## config.mk

```make
export PLATFORM = sky130hd
export DESIGN_NAME = addsub_arbiter
export DESIGN_NICKNAME = d
export VERILOG_FILES = /design/src/rtl/addsub_arbiter.sv
export SDC_FILE = /design/constraint.sdc
export NUM_CORES = 1
export LEC_CHECK = 0
export ABC_AREA = 1
export CAP_MARGIN = 20
export CELL_PAD_IN_SITES_DETAIL_PLACEMENT = 2
export CELL_PAD_IN_SITES_GLOBAL_PLACEMENT = 2
export CORE_MARGIN = 5
export CORE_UTILIZATION = 27
export CTS_CLUSTER_SIZE = 30
export DETAILED_ROUTE_END_ITERATION = 10
export PLACE_DENSITY = 0.89
export SYNTH_ARGS = -nofsm -noshare
export SYNTH_HDL_FRONTEND = slang
export SYNTH_SLANG_ARGS = --single-unit
export TNS_END_PERCENT = 100
```

## constraint.sdc

```tcl
create_clock -name clk -period 2.5 [get_ports clk]
set_input_delay 0.5 -clock clk [delete_from_list [all_inputs] [get_ports clk]]
set_output_delay 0.5 -clock clk [all_outputs]
set_load 0.005 [all_outputs]
```

## src/rtl/addsub_arbiter.sv

```systemverilog
// Two-requester arbiter sharing one 16-bit add/subtract unit.
// Round-robin on contention; a grant is followed one cycle later by done and result.

module addsub16bit (
  input  logic [15:0] a,
  input  logic [15:0] b,
  input  logic        sub,
  output logic [15:0] sum,
  output logic        ovf
);

  logic [15:0] b_eff;

  // Subtract as a + ~b + 1; the carry out of bit 15 is dropped by the 16-bit sum.
  always_comb begin
    b_eff = b ^ {16{sub}};
    sum   = a + b_eff + {15'd0, sub};
    ovf   = (a[15] == (b[15] ^ sub)) && (sum[15] != a[15]);
  end

endmodule

// state | meaning
// IDLE  | waiting for a request; arbitrates and captures operands on a request
// BUSY  | operands held in op registers; result and done registered at next edge
module addsub_arbiter (
  input  logic        clk,
  input  logic        rst,
  input  logic        req0,
  input  logic [15:0] in1_0,
  input  logic [15:0] in2_0,
  input  logic        sub0,
  input  logic        req1,
  input  logic [15:0] in1_1,
  input  logic [15:0] in2_1,
  input  logic        sub1,
  output logic        gnt0,
  output logic        gnt1,
  output logic        done0,
  output logic        done1,
  output logic [15:0] s,
  output logic        ovf
);

  typedef enum logic {IDLE = 1'b0, BUSY = 1'b1} state_t;

  state_t      state;
  state_t      state_nxt;
  logic        prio;
  logic        owner;
  logic [15:0] op_a;
  logic [15:0] op_b;
  logic        op_sub;
  logic        any_req;
  logic        winner;
  logic        grant;
  logic        gnt0_nxt;
  logic        gnt1_nxt;
  logic        done0_nxt;
  logic        done1_nxt;
  logic [15:0] add_sum;
  logic        add_ovf;

  addsub16bit u_addsub (
    .a   (op_a),
    .b   (op_b),
    .sub (op_sub),
    .sum (add_sum),
    .ovf (add_ovf)
  );

  always_ff @(posedge clk or posedge rst) begin
    if (rst) state <= IDLE;
    else     state <= state_nxt;
  end

  always_comb begin
    state_nxt = state;
    case (state)
      IDLE:    if (any_req) state_nxt = BUSY;
      BUSY:    state_nxt = IDLE;
      default: state_nxt = IDLE;
    endcase
  end

  always_comb begin
    any_req   = req0 | req1;
    winner    = (req0 && req1) ? prio : req1;
    grant     = (state == IDLE) && any_req;
    gnt0_nxt  = grant && !winner;
    gnt1_nxt  = grant && winner;
    done0_nxt = (state == BUSY) && !owner;
    done1_nxt = (state == BUSY) && owner;
  end

  always_ff @(posedge clk or posedge rst) begin
    if (rst) begin
      prio   <= 1'b0;
      owner  <= 1'b0;
      op_a   <= 16'h0000;
      op_b   <= 16'h0000;
      op_sub <= 1'b0;
      gnt0   <= 1'b0;
      gnt1   <= 1'b0;
      done0  <= 1'b0;
      done1  <= 1'b0;
      s      <= 16'h0000;
      ovf    <= 1'b0;
    end else begin
      gnt0  <= gnt0_nxt;
      gnt1  <= gnt1_nxt;
      done0 <= done0_nxt;
      done1 <= done1_nxt;
      if (grant) begin
        owner  <= winner;
        prio   <= ~winner;
        op_a   <= winner ? in1_1 : in1_0;
        op_b   <= winner ? in2_1 : in2_0;
        op_sub <= winner ? sub1 : sub0;
      end
      if (state == BUSY) begin
        s   <= add_sum;
        ovf <= add_ovf;
      end
    end
  end

endmodule
```

# Word-level counts from Yosys, hierarchy flattened
# Cells that the tools add are included.
[classes]
div = 0
muxes = 6
n_lt_le_gt_ge = 0
eq_ne = 2
shifts = 0
n_reduce_logical = 9
bitwise = 5
n_addsub = 2
multipliers = 0
[ops]
columns = ["op", "n"]
rows = [
  ["$mux 16", 2],
  ["$add 16x1->16", 1],
  ["$add 16x16->16", 1],
  ["$xor 16x16->16", 1],
  ["$logic_and 1x1->1", 7],
  ["$mux 1", 3],
  ["$logic_not 1->1", 2],
  ["$not 1->1", 2],
  ["$pmux 1 s2", 1],
  ["$eq 1x1->1", 1],
  ["$ne 1x1->1", 1],
  ["$or 1x1->1", 1],
  ["$xor 1x1->1", 1],
]
[totals]
memories = 0
output_inout_bits = 21
elab_cells = 36
inputBits = 70
ramBits = 0
mem_bits_ro = 0
latchBits = 0
ff_bits = 57

# Longest topological paths before layout
[logic_depth]
depth_word = 5
depth_mapped = 15
ltp_nobuf = 14

# Modules after synthesis
# Synthesis repeated with hierarchy kept, for this count alone.
[unflattened]
hier_cells = 484
area_unflattened_um2 = 3611.0
[by_module_without_submodules]
columns = ["mod", "n_inst", "seq_area_each_um2", "cells_each", "area_per_inst_um2"]
rows = [
  ["addsub_arbiter", 1, 1426.4, 297, 2560.0],
  ["addsub16bit", 1, 0.0, 187, 1051.0],
]

# Worst setup path after synthesis
# OpenSTA, ideal clock, no wires.
[synth_path]
path_kind = "register to register"
start = "register op_sub"
end = "register ovf"
synth_period_minus_slack_ns = 1.983
required_time_ns = 2.383
stages_incl_launch_ff = 13
setup_slack_ns = 0.517
t_arrival_ns = 1.865
path_buffers = 2
setup_ns = 0.117
cell_sequence = "dfrtp_1 -> buf_6 -> buf_2 -> xor2_1 -> ha_1 -> nand2_1 -> inv_1 -> nand2_1 -> nand2_1 -> a21oi_1 -> nand3_1 -> nand3_1 -> nand2_1"
[synth_between]
elab_chain_cells = 5
word_cells_on_any_way = 7
classes_between = "2 x add/sub; 2 x eq/ne; 2 x bitwise; 1 x reduce/logical"
[synth_rtl]
columns = ["item", "line_no", "rtl"]
rows = [
  ["from (decl)", "53", "logic op_sub;"],
  ["from (signal assigned)", "119", "op_sub <= winner ? sub1 : sub0;"],
  ["$xor 16x16->16", "16", "b_eff = b ^ {16{sub}};"],
  ["$add 16x16->16", "17", "sum = a + b_eff + {15'd0, sub};"],
  ["$add 16x1->16", "17", ""],
  ["$ne 1x1->1", "18", "ovf = (a[15] == (b[15] ^ sub)) && (sum[15] != a[15]);"],
  ["$logic_and 1x1->1 (*)", "18", ""],
  ["to (signal assigned)", "123", "ovf <= add_ovf;"],
  ["to (decl)", "42", "output logic ovf"],
]
# Every way passes the cells marked *; elsewhere a longest branch is shown, timed or not.
# A chain may end at the register's enable or synchronous reset.

# Final worst setup path
[layout_path]
start = "register op_sub"
end = "register s[13]"
[layout_between]
elab_chain_cells = 3
[layout_rtl]
columns = ["item", "line_no", "rtl"]
rows = [
  ["$xor 16x16->16", "16", ""],
  ["$add 16x16->16", "17", ""],
  ["$add 16x1->16 (*)", "17", ""],
  ["to (signal assigned)", "122", "s <= add_sum;"],
  ["to (decl)", "41", "output logic [15:0] s,"],
]
# Marks and branches as above.

==> reports/qor.yml <==
detailed_routing:
  wl_per_cell_um: 16.06
  ant_nets: 0
  drc: 0
  drtIter0Drc: 108
  drt_pre_antenna_iters: 4
  via_per_inst: 4.682
  via_count: 3259
  wirelength_um: 11180
yosys:
  synth_cell_types: 36
  avgSynthCellArea_um2: 7.765
  synthMuxAreaShare_pct: 0
  synth_xor_xnor_area_share_pct: 4.961
  ys.flop_type: "dfrtp_1"
  async_flop_share_pct: 100.0
  synth_top_family_by_area: "simple AND/OR/NAND/NOR gates"
  synthAdderAreaFrac_pct: 6.192
  postSynthCellCount: 432
  yosys_register_bits: 57
  synth_compound_area_share_pct: 6.154
  synth_edf_count: 0
  yosysSeqAreaShare_pct: 42.52
  yosys.area_share.simple_pct: 33.68
  syn_nets: 518
  ys.warnings.count: 0
  syn_area_um2: 3354
clocking:
  cts_tree: "built"
  hold_buffers: 0
  cts_sinks: 57
  root_buffer: "clkbuf_16"
  cts-resized-gates: 0
  cts_inserted_buffers: 9
  htreeDepth: 3
  cts_buffer_depth: 2
  path_clk_slew_ns: 0.05
  cts_setup_buffers: 0
  insertion_delay_ns: 0.32
worst_hold_path:
  hold_path_depth: 1
  hold_class: "flip-flop to flip-flop"
  hp-start: "owner$_DFFE_PP0P_"
  hold_end: "done0$_DFF_PP0_"
sta:
  final.setup.worst_slack_ns: 0.2941
  maxSlewHeadroom_pct: 53.56
  final.setup.tns_ns: 0
  hold_viol: 0
  timing.hold.ws_ns: 0.4696
  slew_violations: 0
  rsz0062_at_grt: "no"
  fin_crit_ns: 2.206
  setup_viol_count_final: 0
  worstMarginPinSlew_ns: 0.6957
  fin_worst_skew_ns: 0.004638
  fin_crit_sh_pct: 88.23
  max_freq_mhz: 453.3
global_route:
  antenna_found_initial: 0
  grt_pass1_wl_um: 18920
  grt_max_degree: 35
  grt.overflow.total: 0
  gr-usage-all-layers_pct: 15.95
  first_global_vias: 3841
critical_path:
  crit_required_ns: 2.71
  arrival_ns: 2.42
  worstSetupStartpointType: "flip-flop"
  r2r_cells: 11
  worstPathMaxFanout: 15
  worstSetupPathType: "flip-flop to flip-flop"
  regToRegStartpoint: "op_sub$_DFFE_PP0P_"
  regToRegSetupSlack_ns: 0.29
  r2r_end: "s[13]$_DFFE_PP0P_"
  crit_path_end_kind: "flip-flop"
power:
  p_clk_share_pct: 22.8
  leakage_nw: 2.236
  switchingPower_mw: 2.074
  power_density_nw_per_um2: 1084
  swShare_pct: 40.69
  p_seq_share_pct: 27.1
  p_int_mw: 3.023
  combPwrFrac_pct: 50.1
  vdd_ir_drop_max_uv: 391.7
job:
  maxCapViolCount: 0
floorplan:
  die_area_um2: 14750
  row_count: 40
  core_area_um2: 12110
  initial_core_util_pct: 27.70
  io_pins: 91
  die_h_um: 121.5
  die_w_um: 121.5
finish:
  diodes: 0
  layout_commonest_cell: "nand2_1"
  area_growth_syn_to_layout_pct: 40.21
  fin_area_um2: 4703
  utilization_pct: 38.83
  nFillCells: 1391
  final_nets: 610
  drive_gt1_share_pct: 8.333
  mostFrequentLayoutCells: "175 x nand2_1, 90 x clkdlybuf4s50_1, 57 x dfrtp_1"
status:
  status: "complete, no violations"
placed_design:
  place_hpwl_um: 8771
  gp_congestion: 0.8208
  pre_cts_slack_ns: 0.3364
  place_area_um2: 4425
  port_buffers: 90
[stage by stage]
stage | instances | power (mW)
finish | 696 | 5.097
global placement | 681 | 3.737
CTS | 696 | 5.175
floorplan | 432 | 2.939
detailed placement | 681 | 3.909
global route | 696 | 5.502
[cell families (layout without fill, tap and decap cells)]
| kind of cell | Yosys count | after routing |
|---|---|---|
| AO/OA/AOI/OAI | 35 | 35 |
| XOR/XNOR | 19 | 19 |
| adder cells (fa/ha/maj) | 16 | 16 |
| buffers and inverters | 45 | 141 |
| flip-flops | 57 | 57 |
| AND/OR/NAND/NOR | 260 | 260 |
[area by class of cell]
cell class              count  area (µm²)  share of cell area, %
clock buffers              11       232.7                  4.948
clock inverters             4       45.04                 0.9577
inverters                  30       120.1                  2.554
multi-input cells         330        1710                  36.37
flip-flops and latches     57        1426                  30.33
well taps                 168       210.2                  4.469
repair buffers             96       958.4                  20.38
[synthesized netlist by cell type, types with 4 or more instances]
library cell / number / area (µm²)
nand2_2: 6 / 37.54
o211ai_1: 4 / 30.03
nor2_1: 13 / 48.80
buf_6: 4 / 45.04
xnor2_1: 5 / 43.79
buf_2: 6 / 30.03
a21oi_1: 11 / 55.05
inv_1: 23 / 86.33
nand4_1: 4 / 25.02
ha_1: 15 / 187.7
nand2_1: 175 / 656.9
o21ai_0: 9 / 45.04
nand3_1: 48 / 240.2
xor2_1: 14 / 122.6
dfrtp_1: 57 / 1426
clkbuf_1: 4 / 15.01
[registers in the layout, indices dropped and copies added, names as in the netlist]
register  flops
op_a         16
op_b         16
s            16
done0         1
done1         1
gnt0          1
gnt1          1
op_sub        1
ovf           1
owner         1
prio          1
state         1
[power groups by stage]
stage               clock network (mW)  registers [mW]  logic (mW)
finish                            1.16            1.38        2.55
floorplan                            0            1.36        1.58
global placement                     0            1.39        2.35
global route                      1.23            1.42        2.85
CTS                               1.20            1.39        2.58
detailed placement                   0            1.40        2.51
[metal layers]
layer	wire length [µm]	vias to the layer above	GRT usage, %
met2	5700	74	28.01
met4	133	0	4.692
met1	4898	1602	19.67
li1	-	1573	-
met5	0	-	0
met3	446	10	3.170
[worst max-delay path, cell delays in order (launching register included)]
cell,delay (ns)
dfrtp_1,0.36
buf_4,0.21
xor2_1,0.17
ha_1,0.39
nand2_1,0.15
nor2_1,0.29
nand2_1,0.10
nand3b_4,0.17
nand2_1,0.07
nand2_1,0.04
nand3_1,0.08
nand2_1,0.05
[how the worst max path moves through the flow]
stage                             startpoint           endpoint  slack (ns)
final                     op_sub$_DFFE_PP0P_  s[13]$_DFFE_PP0P_        0.29
after global routing      op_sub$_DFFE_PP0P_  s[15]$_DFFE_PP0P_        0.09
after CTS                 op_sub$_DFFE_PP0P_  s[15]$_DFFE_PP0P_        0.27
after detailed placement  op_sub$_DFFE_PP0P_  s[13]$_DFFE_PP0P_        0.34
after global placement    op_sub$_DFFE_PP0P_  s[13]$_DFFE_PP0P_        0.44
after floorplan           op_sub$_DFFE_PP0P_    ovf$_DFFE_PP0P_        0.52
No activity file was read; power rests on OpenSTA's default activity.
==> patch 1, RTL diff (config.mk and constraints unchanged) <==
Put one more register stage on the output `ovf`. The value now appears one clock later. The other outputs are not delayed to match.
--- a/src/rtl/addsub_arbiter.sv
+++ b/src/rtl/addsub_arbiter.sv
@@ -45,2 +45,4 @@
   typedef enum logic {IDLE = 1'b0, BUSY = 1'b1} state_t;
+
+  logic ovf_s0;
 
@@ -107,3 +109,3 @@
       s      <= 16'h0000;
-      ovf    <= 1'b0;
+      ovf_s0 <= 1'b0;
     end else begin
@@ -122,3 +124,3 @@
         s   <= add_sum;
-        ovf <= add_ovf;
+        ovf_s0 <= add_ovf;
       end
@@ -127,2 +129,6 @@
 
+  always_ff @(posedge clk) begin
+    ovf <= ovf_s0;
+  end
+
 endmodule
Behaviour: not the same (Yosys sat finds a counterexample within 4 cycles, from zero or initial values and one cycle with rst high).
==> patch 1 against the unedited design <==
  * Worst setup slack worse by 0.20 ns
  * Die area is 0.55% higher
  * Utilization is 0.41 points higher
  * Sequential cell count is 1 higher
  * Combinational power is 4% higher
  * Sequential power is 3% higher
  * First-iteration DRC count is 10% lower
  * Cell area is 1.1% higher
  * Clock skew is 0.0042 ns higher
  * Power is 5.2% higher
  * Highest routed layer unchanged
  * Area after synthesis is 0.60% higher
  * Routed wire length is 11% higher
  * Via count is 1.6% higher
==> patch 1: results (changes against the unedited design) <==
| Metric | Value |
|---|---|
| Synth Flop Type | dfrtp_1 |
| Seq/Total Area, Yosys | 42.9% (+0.34 points) |
| Ys async rst share | 98.3% (-1.7 points) |
| Initial antenna violation count | 0 (unchanged) |
| Clock skew | 0.00882 ns (+0.00418 ns) |
| Internal reg-to-reg setup slack | 0.1 ns (-0.20 ns) |
| Number of synthesis warnings | 0 (unchanged) |
| Crit Path Max Fanout | 15 (unchanged) |
| Port bufs | 90 (unchanged) |
| Final nets | 612 (+0.33%) |
| 1st-pass router iterations | 4 (unchanged) |
| P_int | 3160 uW (+4.4%) |
| Layout fillers | 1,378 (-0.93%) |
| Post-Synthesis Net Count | 519 (+0.19%) |
| P_leak | 0.00225 uW (+0.64%) |
| Gr usage total | 17.7% (+1.7 points) |
| Normalized max-slew margin | 66.4% (+13 points) |
| Placed Cells incl. Taps | 683 (+0.29%) |
| H-tree Lvls | 3 (unchanged) |
| HP Class | flip-flop to flip-flop |
| Dpl hpwl | 8.91 mm (+1.6%) |
| Peak VDD IR | 383 uV (-2.2%) |
| GPL Wtd Cong | 0.814 (-0.84%) |
| Total CTS buffers | 9 (unchanged) |
| Post-Synthesis Cells | 433 (+0.23%) |
| CTS Root Cell | clkbuf_16 |
| Vias in the first global route | 3,999 (+4.1%) |
| Outcome | complete, no violations |
| First-pass GRT wire length | 20.7 mm (+9.5%) |
| Starting DRT DRC Count | 97 (-10%) |
| Worst-path clk slew | 0.05 ns (about the same) |
| Distinct cells, synth | 37 (+2.8%) |
| Cts hold-fix bufs | 0 (unchanged) |
| Post-synth top cells | nand2_1, dfrtp_1, nand3_1 |
| Clock latency on the worst-skew pair | 0.33 ns |
| Layout cells sized above 1 | 8.87% (+0.53 points) |
| Maximum clock path buffer count | 2 (unchanged) |
| CP arrival | 2.67 ns (+0.25 ns) |
| Routed WL per cell | 17.7 um (+10%) |
| Biggest regs | op_a (16), op_b (16), s (16) |
| Final WL | 12.4 mm (+11%) |
| Vias | 3,312 (+1.6%) |
| Ranking of synthesized cells by area | dfrtp_1, nand2_1, nand3_1 |
## patch 1: cell types whose count changed in the layout (fill, tap and decap cells not counted)
cell | before | now
a21oi_1 | 11 | 10
bufinv_16 | 1 | 2
buf_4 | 5 | 7
clkinv_2 | 3 | 1
dfxtp_1 | 0 | 1
clkbuf_1 | 2 | 1
buf_12 | 1 | 0
clkinvlp_4 | 0 | 2
a21oi_2 | 2 | 3
## patch 1: layout make-up
type | count | area, um2 | area share (%)
repair buffers | 97 | 953 | 20.1
flip-flops and latches | 58 | 1450 | 30.4
clock inverters | 5 | 80.1 | 1.68
inverters | 30 | 120 | 2.53
multi-input cells | 330 | 1710 | 36.1
well taps | 168 | 210 | 4.42
clock buffers | 10 | 229 | 4.82
## patch 1: worst paths after layout
path                         from       end  cells past startpoint
max                        op_sub     s[13]                     11
min                        ovf_s0       ovf                      0
max reg2reg                op_sub     s[13]                     11
min reg2reg                ovf_s0       ovf                      0
max in group asynchronous     rst  op_a[15]                      3
min in group asynchronous     rst      gnt1                      2
## patch 1: power by group through the flow
stage / clock (uW) / combinational [uW] / sequential (uW)
final: 1280 / 2660 / 1420
after global routing: 1360 / 2940 / 1450
after CTS: 1300 / 2680 / 1430
after detailed placement: 0 / 2500 / 1430
after global placement: 0 / 2340 / 1420
after floorplan: 0 / 1580 / 1380
## patch 1: kinds of logic after synthesis
kind of cell | share of synthesized area [%]
simple gates | 33.5
flops | 42.9
buf+inv | 6.45
compound gates | 6.12
xor+xnor | 4.93
fa+ha+maj | 6.16
## patch 1: critical path, stage by stage (launching register included)
cell,delay [ns]
dfrtp_1,0.36
buf_4,0.21
xnor2_1,0.30
inv_1,0.09
ha_1,0.20
a21oi_1,0.37
nand3_1,0.28
nand3b_4,0.17
nand2_1,0.09
nand2_1,0.09
nand3_1,0.10
nand2_1,0.08
## patch 1: repair_timing
action                     4_1_cts  5_1_grt
gates resized for setup          0        1
setup endpoints to repair        0        2
buffers inserted                 0        0
## patch 1: metal layers
| layer | GRT usage (%) | vias up | wire length (um) |
|---|---|---|---|
| met3 | 2.32 | 36 | 422 |
| met1 | 20.9 | 1598 | 5210 |
| met5 | 0 | - | 0 |
| met4 | 8.05 | 0 | 395 |
| li1 | - | 1575 | - |
| met2 | 31.8 | 103 | 6330 |
## patch 1: through the flow
| step | setup WS [ns] | hold WS (ns) | utilization (%) | cell area [um2] |
|---|---|---|---|---|
| after floorplan | 0.517 | 0.347 | - | 3370 |
| after detailed placement | 0.262 | 0.365 | 36.7 | 4440 |
| after CTS | 0.104 | 0.378 | 39.2 | 4750 |
| final | 0.0951 | 0.378 | 39.2 | 4750 |
| after global placement | 0.451 | 0.359 | 36.7 | 4440 |
| after global routing | 0.00608 | 0.379 | 39.2 | 4750 |
==> patch 2, RTL diff (config.mk and constraints unchanged) <==
Without the edit above. Reset style: synchronous (`rst`), changed in 2 clocked blocks.
--- a/src/rtl/addsub_arbiter.sv
+++ b/src/rtl/addsub_arbiter.sv
@@ -71,3 +71,3 @@
 
-  always_ff @(posedge clk or posedge rst) begin
+  always_ff @(posedge clk) begin
     if (rst) state <= IDLE;
@@ -95,3 +95,3 @@
 
-  always_ff @(posedge clk or posedge rst) begin
+  always_ff @(posedge clk) begin
     if (rst) begin
Check against the original RTL: differs if rst is asserted again (counterexample within 4 cycles, from zero or initial values and one cycle with rst high); with rst held inactive, the same outputs for 10 cycles.
==> patch 2 against the unedited design <==
  * Synthesized cell count rose by 14%
  * Count of clock-buffer cells in the layout grew 2
  * Routed wire length up 11%
  * Worst setup slack improved by 0.021 ns
  * Area after synthesis is 0.63% lower
  * Die area decreased by 0.58%
  * Cell area is 0.24% higher
  * Sequential cell count unchanged
Power is not compared: it rests on default switching activity, and its combinational part moved more than twofold at a synthesized area within 25%.
==> patch 2: results (changes against the unedited design) <==
| Metric | Value |
|---|---|
| Outcome | complete, no violations |
| P_leak | 0.00223 uW |
| Port bufs | 90 (unchanged) |
| Clock skew | 0.00626 ns (+0.00162 ns) |
| Maximum clock path buffer count | 2 (unchanged) |
| Starting DRT DRC Count | 113 (+4.6%) |
| Worst-path clk slew | 0.05 ns (about the same) |
| Placed Cells incl. Taps | 737 (+8.2%) |
| Post-CTS sizing | 0 (unchanged) |
| FF-to-FF path depth | 13 (+2) |
| Gr usage total | 17.5% (+1.6 points) |
| Met1 Usage GRT | 20.5% (+0.82 points) |
| Largest net degree at the start of global routing | 32 (-8.6%) |
| Initial antenna violation count | 0 (unchanged) |
| Crit path launch | op_sub |
| M3 GR Usage | 3.78% (+0.61 points) |
| Seq/Total Area, Yosys | 34.2% (-8.3 points) |
| Syn_area_per_cell | 6.79 um2 (-13%) |
| Ranking of synthesized cells by area | dfxtp_1, nand2_1, nand3_1 |
| 1st-pass router iterations | 6 (+2) |
| Finished Layout Cells | 752 (+8.0%) |
| Dpl hpwl | 9.69 mm (+10%) |
| Final WL | 12.4 mm (+11%) |
| Internal reg-to-reg setup slack | 0.32 ns (+0.02 ns) |
| Number of synthesis warnings | 0 (unchanged) |
| Vias | 3,511 (+7.7%) |
| CTS Root Cell | clkbuf_16 |
| Distinct cells, synth | 37 (+2.8%) |
| Biggest regs | op_a (16), op_b (16), s (16) |
| GPL Wtd Cong | 0.850 (+3.5%) |
| Final WS setup | 0.316 ns (+0.0214 ns) |
| Crit Path Max Fanout | 16 (+1) |
| Total CTS buffers | 9 (unchanged) |
| HP Class | flip-flop to flip-flop |
| Layout fillers | 1,413 (+1.6%) |
| Layout cells sized above 1 | 7.02% (-1.3 points) |
| Peak VDD IR | 301 uV |
| Synth Flop Type | dfxtp_1 |
| Clock latency on the worst-skew pair | 0.34 ns (+0.02 ns) |
| Worst setup path end | s[13] |
| Post-synth top cells | nand2_1, dfxtp_1, inv_1 |
| Setup bufs post-CTS | 0 (unchanged) |
| RR Endpoint | s[13] |
| Dpl cell area | 4400 um2 (-0.68%) |
| Post-Synthesis Net Count | 577 (+11%) |
| Worst slew pin tran | 0.587 ns (-0.109 ns) |
| CP arrival | 2.42 ns (about the same) |
| Final nets | 666 (+9.2%) |
| N_diodes | 0 (unchanged) |
| Slowest CP cell | dfxtp_1 |
| Max-slew violations | 0 (unchanged) |
| Synth top area share | 34.2% (-8.3 points) |
| Pre-CTS WS | 0.283 ns (-0.0530 ns) |
| Vias in the first global route | 4,024 (+4.8%) |
| Largest stage delay, worst path | 0.37 ns (-0.02 ns) |
| First-pass GRT wire length | 20.1 mm (+6.4%) |
| H-tree Lvls | 3 (unchanged) |
| GR Layer Usage met2 | 31.7% (+3.7 points) |
| Ys async rst share | 0% (-100 points) |
-- patch 2: metal layers --
metal / wire [um] / up-vias
met5: 0 / -
met4: 247 / 0
met3: 390 / 12
met2: 6380 / 67
met1: 5420 / 1696
li1: - / 1736
-- patch 2: kinds of logic (layout without fill, tap and decap cells) --
family                     Yosys count  in the layout  share of synthesized area, %
and+or+nand+nor                    257            257                          32.4
buffers and inverters               79            172                          10.2
AOI/OAI and AO/OA                   61             61                          11.2
DFF                                 57             57                          34.2
xor gates and xnor gates            21             21                          5.74
adders and majority gates           16             16                          6.23
-- patch 2: area by class of cell --
class	count	area, um2	share of cell area [%]
clock inverters	2	35.0	0.743
repair buffers	97	966	20.5
flip-flops and latches	57	1140	24.2
inverters	60	225	4.78
clock buffers	13	280	5.94
multi-input cells	355	1860	39.4
well taps	168	210	4.46
-- patch 2: how the worst min path moves through the flow --
stage / startpoint / to / slack (ns) / cells after the start
after floorplan: owner / done0 / 0.40 / 1
after global placement: owner / done0 / 0.42 / 1
final: owner / done0 / 0.43 / 1
after CTS: owner / done0 / 0.43 / 1
after global routing: owner / done0 / 0.44 / 1
after detailed placement: owner / done0 / 0.44 / 1
-- patch 2: worst max-delay path: cells and delay by family (launching register included) --
kind,cells,cell delay (ns)
buffers and inverters,2,0.21
AND/OR/NAND/NOR,8,0.64
AO/OA/AOI/OAI,1,0.30
flip-flops,1,0.37
adder cells (fa/ha/maj),1,0.32
XOR/XNOR,1,0.22
-- patch 2: power breakdown --
group          leakage [uW]  switching [uW]  internal, uW
clock network      0.000158             430           872
logic               0.00160             502           383
registers          0.000471            60.1           996
